$ cat config.mk
export PLATFORM = sky130hd
export DESIGN_NAME = tick_gen
export DESIGN_NICKNAME = d
export VERILOG_FILES = /design/src/rtl/tick_gen_pkg.sv /design/src/rtl/tick_gen_chan.sv /design/src/rtl/tick_gen.sv
export SDC_FILE = /design/constraint.sdc
export NUM_CORES = 1
export LEC_CHECK = 0
export ABC_CLOCK_PERIOD_IN_PS = 8300
export CAP_MARGIN = 15
export CORE_ASPECT_RATIO = 0.8
export CORE_MARGIN = 2
export CORE_UTILIZATION = 60
export DETAILED_ROUTE_END_ITERATION = 7
export GPL_TIMING_DRIVEN = 0
export PLACE_DENSITY = 0.89
export SYNTH_ARGS = -nofsm -noshare
export SYNTH_HDL_FRONTEND = slang
export SYNTH_SLANG_ARGS = --single-unit
$ cat constraint.sdc
create_clock -name clk -period 8.3 [get_ports clk]
set_input_delay 1.245 -clock clk [delete_from_list [all_inputs] [get_ports clk]]
set_output_delay 1.245 -clock clk [all_outputs]
set_load 0.05 [all_outputs]
$ cat src/rtl/tick_gen_pkg.sv
// tick_gen_pkg: shared constants and helpers for the tick_gen clock-enable generator.
// Default divisors assume a 50 MHz master clock.
package tick_gen_pkg;

  // Default channel divisors: 25 MHz pixel, ~381 Hz 7-segment scan, 60 Hz render.
  localparam int unsigned DIV_PIX    = 2;
  localparam int unsigned DIV_SEG    = 131072;
  localparam int unsigned DIV_RENDER = 833333;

  // Upper bound on channels. It matches the 3-bit channel-select field.
  localparam int TICK_GEN_MAX_CH = 8;
  localparam int CH_IDX_W        = 3;

  // Packed reset divisors for the default 3-channel, 32-bit build. Channel 0 is in the LSB slice.
  localparam logic [95:0] DIV_INIT_DEFAULT = {32'(DIV_RENDER), 32'(DIV_SEG), 32'(DIV_PIX)};

  // A load may target only channels that exist in this build.
  function automatic logic ch_valid(input logic [CH_IDX_W-1:0] ch, input int num_ch);
    return int'(ch) < num_ch;
  endfunction

endpackage

$ cat src/rtl/tick_gen_chan.sv
// tick_gen_chan: one divide-by-N channel. It produces a one-cycle tick enable and an optional
// 50%-duty level. The lvl flops exist only when TICK_GEN_LEVEL_EN is defined.
module tick_gen_chan
  import tick_gen_pkg::*;
#(
  parameter int               CNT_W   = 32,
  parameter logic [CNT_W-1:0] DIV_RST = CNT_W'(DIV_PIX)
) (
  input  logic             clk,
  input  logic             clr,
  input  logic             en,
  input  logic             sync,
  input  logic             ld,
  input  logic [CNT_W-1:0] load_div,
  output logic             tick,
  output logic             lvl
);

  logic [CNT_W-1:0] div;
  logic [CNT_W-1:0] cnt;
  logic             run;
  logic             wrap;

  // A divisor of 0 parks the channel. In that state div-1 is never consulted.
  assign run  = en && (div != '0);
  assign wrap = run && (cnt == div - CNT_W'(1));

  // Divisor, counter and tick register. Load and sync take precedence over counting.
  // NOTE: state flops use non-blocking assignments so that every flop samples pre-edge values.
  always_ff @(posedge clk or posedge clr) begin
    if (clr) begin
      div  <= DIV_RST;
      cnt  <= '0;
      tick <= 1'b0;
    end else if (ld) begin
      div  <= load_div;
      cnt  <= '0;
      tick <= 1'b0;
    end else if (sync) begin
      cnt  <= '0;
      tick <= 1'b0;
    end else if (wrap) begin
      cnt  <= '0;
      tick <= 1'b1;
    end else if (run) begin
      cnt  <= cnt + CNT_W'(1);
      tick <= 1'b0;
    end else begin
      tick <= 1'b0;
    end
  end

`ifdef TICK_GEN_LEVEL_EN
  // Square-wave level: it toggles on every wrap and restarts low on load or sync.
  always_ff @(posedge clk or posedge clr) begin
    if (clr) begin
      lvl <= 1'b0;
    end else if (ld || sync) begin
      lvl <= 1'b0;
    end else if (wrap) begin
      lvl <= ~lvl;
    end
  end
`else
  assign lvl = 1'b0;
`endif

endmodule

$ cat src/rtl/tick_gen.sv
// tick_gen: multi-channel clock-enable generator. All outputs stay on clk, and downstream logic
// qualifies its updates with tick[i]. Define TICK_GEN_LEVEL_EN to build the per-channel lvl outputs.
// Without that macro, lvl is constant 0.
module tick_gen
  import tick_gen_pkg::*;
#(
  parameter int                      NUM_CH   = 3,
  parameter int                      CNT_W    = 32,
  parameter logic [NUM_CH*CNT_W-1:0] DIV_INIT = DIV_INIT_DEFAULT
) (
  input  logic                clk,
  input  logic                clr,
  input  logic                en,
  input  logic                sync,
  input  logic                load,
  input  logic [CH_IDX_W-1:0] load_ch,
  input  logic [CNT_W-1:0]    load_div,
  output logic                load_ack,
  output logic [NUM_CH-1:0]   tick,
  output logic [NUM_CH-1:0]   lvl
);

  logic              load_ok;
  logic [NUM_CH-1:0] ld;

  // A load aimed at a channel that does not exist is dropped silently.
  assign load_ok = load && ch_valid(load_ch, NUM_CH);

  // Acknowledge pulse. It is raised on the same edge that applies the load.
  always_ff @(posedge clk or posedge clr) begin
    if (clr) begin
      load_ack <= 1'b0;
    end else begin
      load_ack <= load_ok;
    end
  end

  for (genvar i = 0; i < NUM_CH; i++) begin : g_ch
    assign ld[i] = load_ok && (load_ch == CH_IDX_W'(i));

    tick_gen_chan #(
      .CNT_W   (CNT_W),
      .DIV_RST (DIV_INIT[i*CNT_W +: CNT_W])
    ) u_chan (
      .clk      (clk),
      .clr      (clr),
      .en       (en),
      .sync     (sync),
      .ld       (ld[i]),
      .load_div (load_div),
      .tick     (tick[i]),
      .lvl      (lvl[i])
    );
  end

endmodule
==> qor.csv <==
metric,value,unit
clockRootBuffer,clkbuf_16,
synthDistinctLibCells,70,
synth.area.top_cells,"dfrtp_1 (34%), mux2_2 (7.2%), xnor2_1 (5.9%)",
synthAdderAreaFrac,0.852,%
utilization,67.7,%
ys_warn_count,0,
grt_pass1_vias,11900,
syn_to_final_growth,10.8,%
synth_top_cell_by_area,dfrtp_1,
p_switching,984,uW
drc,0,
layout-drive-gt1-share,11.0,%
antenna_found_initial,0,
drv_slew,0,
period_share,59.9,%
pre_cts_slack,3540,ps
fin_ws,3330,ps
clock_path_buffers,2,
p_int,1810,uW
start_util,61.2,%
cts_buffers,17,
synth_ff_type,dfrtp_1,
rsz0062_at_grt,false,
synth_seq_area_share,37.2,%
cp_slowest_cell,nor3b_1,
die_h,137,microns
diodes,0,
drt_wl_total,38.8,mm
critPathCaptureType,register,
synthArstFlopShare,100,%
skew,15.4,ps
die-area,0.0232,sq mm
cts_setup_buffers,0,
num_vias,12800,
power_density,191,mW/mm^2
overflow,0,
drv_cap,0,
wl_per_cell,21.0,microns
start_kind,register,
drtAntennaViolNets,0,
status,finished clean,
p_leak,0.00532,uW
totalPowerFinal,2790,uW
rows,48,
numPortBuffers,43,
synth_compound_area_share,13.3,%
synth_top_family_by_area,simple AND/OR/NAND/NOR gates,
grt_pass1_wl,62.4,mm
muxShareOfSynthArea,8.36,%
dr.pass1.iters,8,
vias_per_cell,6.90,
synth-edff-count,0,
synth.avg_cell_area,8.84,sq um
netlist.area_leader.share,34.4,%
ios,47,
switching_share,35.2,%
crit_type,register to register,
fin_crit,4970,ps
synth-seq-cells,196,
synthCells,1495,
die_w,170,microns
synth_area,0.0132,sq mm
worst_pin_slew,1050,ps
min_path_type,register to register,
max-vdd-ir-drop,175,uV
fmax,201,MHz
cts_resized,0,
clkLatencyLatePin,460,ps
finalHoldViolations,0,
synth-xor-area-share,9.14,%
cts_tree,built,
critPathTopFamily,simple AND/OR/NAND/NOR gates,
drt_iter0_drc,1840,
fin_nets,1611,
cp_max_fo,10,
seqPwrFrac,43.9,%
p_comb_share,25.6,%
cts.htree.levels,4,
track_usage,34.3,%
whs,560,ps
clk_pin_slew,80,ps
core,0.0216,sq mm
critical_path_buf_inv_count,3,
grt_max_degree,135,
yosys.area_share.simple,26.4,%
slew_headroom,29.3,%
critPathRequiredTime,8620,ps
p_clk_share,30.6,%
crit_arrival,5280,ps
dp_hpwl,28.5,mm
setup_viol_count_final,0,
fin_setup_tns,0,ps
crit_path_cell_trace,inv_1 -> ha_1 -> nor3b_1 -> nand4_1 -> or3_1 -> o31a_1 -> nor4bb_1 -> nand4_1 -> or3b_2 -> clkbuf_1 -> nand2_1 -> clkbuf_1 -> nor2_1,
hold_buffers,0,
cts_sinks,196,
gp_congestion,1.03,
crit_path_max_incr_delay,870,ps
==> cells in the final DEF (no fill, tap or decap), types with 8 or more instances in the layout <==
cell type	count
dfrtp_1	182
nand2_1	117
nor2_1	101
nand3_1	90
xnor2_1	89
mux2_2	84
clkbuf_1	74
o21ai_0	64
nand4_1	63
inv_1	55
a31oi_1	54
nor3_1	49
xor2_1	49
clkdlybuf4s50_1	43
or4_1	41
nor4_1	37
or3_1	24
and3_1	23
clkbuf_16	17
mux2i_1	16
nand4b_1	15
o31ai_1	15
a21oi_1	15
o211ai_1	14
dfstp_2	14
nand2b_1	13
or2_2	13
o21a_1	10
nor3b_1	9
o41ai_1	9
nor2b_1	9
ha_1	9
a211oi_1	8
buf_4	8
==> Yosys cell counts, drive strengths merged (13+ instances only) <==
master and n:
xnor2 89, or4 43, nor3 50, nand2 117, buf 22, inv 56, o31ai 15, nand3 90
nor2 101, or3 24, nand4 63, nand2b 13, mux2i 16, o21ai 64, o211ai 14, nor4 39
mux2 84, a31oi 54, or2 13, nand4b 15, a21oi 15, dfrtp 182, and3 23, clkbuf 73
xor2 49, dfstp 14
==> routing by layer <==
metal / track usage [%] / up-vias / part of all wire (%)
met5: 0 / - / 0
met4: 14.4 / 0 / 3.9
met2: 51.2 / 803 / 43
met1: 47.5 / 6123 / 41
li1: - / 5687 / -
met3: 9.14 / 146 / 12
==> metrics by stage <==
stage | cells | area [sq um]
2_1_floorplan | 1497 | 13200
3_3_place_gp | 1815 | 14000
4_1_cts | 1849 | 14600
5_1_grt | 1850 | 14600
6_report | 1850 | 14600
3_5_place_dp | 1817 | 14100
==> kinds of logic (layout without fill, tap and decap cells) <==
kind of cell / Yosys count / count (layout)
adder cells (fa/ha/maj): 9 / 9
multiplexers: 100 / 100
flip-flops: 196 / 196
AND/OR/NAND/NOR: 642 / 642
buffers and inverters: 151 / 229
AO/OA/AOI/OAI: 258 / 258
XOR/XNOR: 138 / 138
other: 1 / 3
==> final cells by class <==
type | count | area, sq um
Fill cell | 1678 | 6970
Multi-Input combinational cell | 1150 | 7700
Buffer | 95 | 408
Clock buffer | 18 | 429
Timing Repair Buffer | 46 | 468
Inverter | 56 | 218
Sequential cell | 196 | 4920
Clock inverter | 14 | 161
Tap cell | 275 | 344
==> final timing paths <==
| check | slack (ps) | endpoint | startpoint | depth (start not counted) |
|---|---|---|---|---|
| hold reg to reg | 560 | g_ch[0].u_chan.div[1] | g_ch[0].u_chan.div[1] | 2 |
| hold / removal | 560 | g_ch[0].u_chan.div[1] | g_ch[0].u_chan.div[1] | 2 |
| max in group asynchronous | 6050 | g_ch[0].u_chan.div[16] | clr | 3 |
| min in group asynchronous | 1210 | g_ch[1].u_chan.cnt[4] | clr | 2 |
| setup reg to reg | 3330 | g_ch[0].u_chan.cnt[21] | g_ch[0].u_chan.div[0] | 13 |
| setup / recovery | 3330 | g_ch[0].u_chan.cnt[21] | g_ch[0].u_chan.div[0] | 13 |
==> worst min-delay path, cell delays in order, from the launching register on <==
cell and delay, ps:
dfstp_2 380, inv_1 80, o21ai_0 90
==> flip-flops by register name, summed over array words and instances (netlist names) <==
signal / cells
g_ch.u_chan.tick: 3
g_ch.u_chan.div: 96
g_ch.u_chan.cnt: 96
load_ack: 1
==> power by group through the flow <==
stage | registers (uW) | clock network (uW) | logic (uW)
3_3_place_gp | 1230 | 0 | 657
2_1_floorplan | 1190 | 0 | 523
6_report | 1220 | 853 | 714
4_1_cts | 1220 | 856 | 693
5_1_grt | 1240 | 894 | 775
3_5_place_dp | 1230 | 0 | 685
Note: power is estimated with default switching activity, not from simulation.
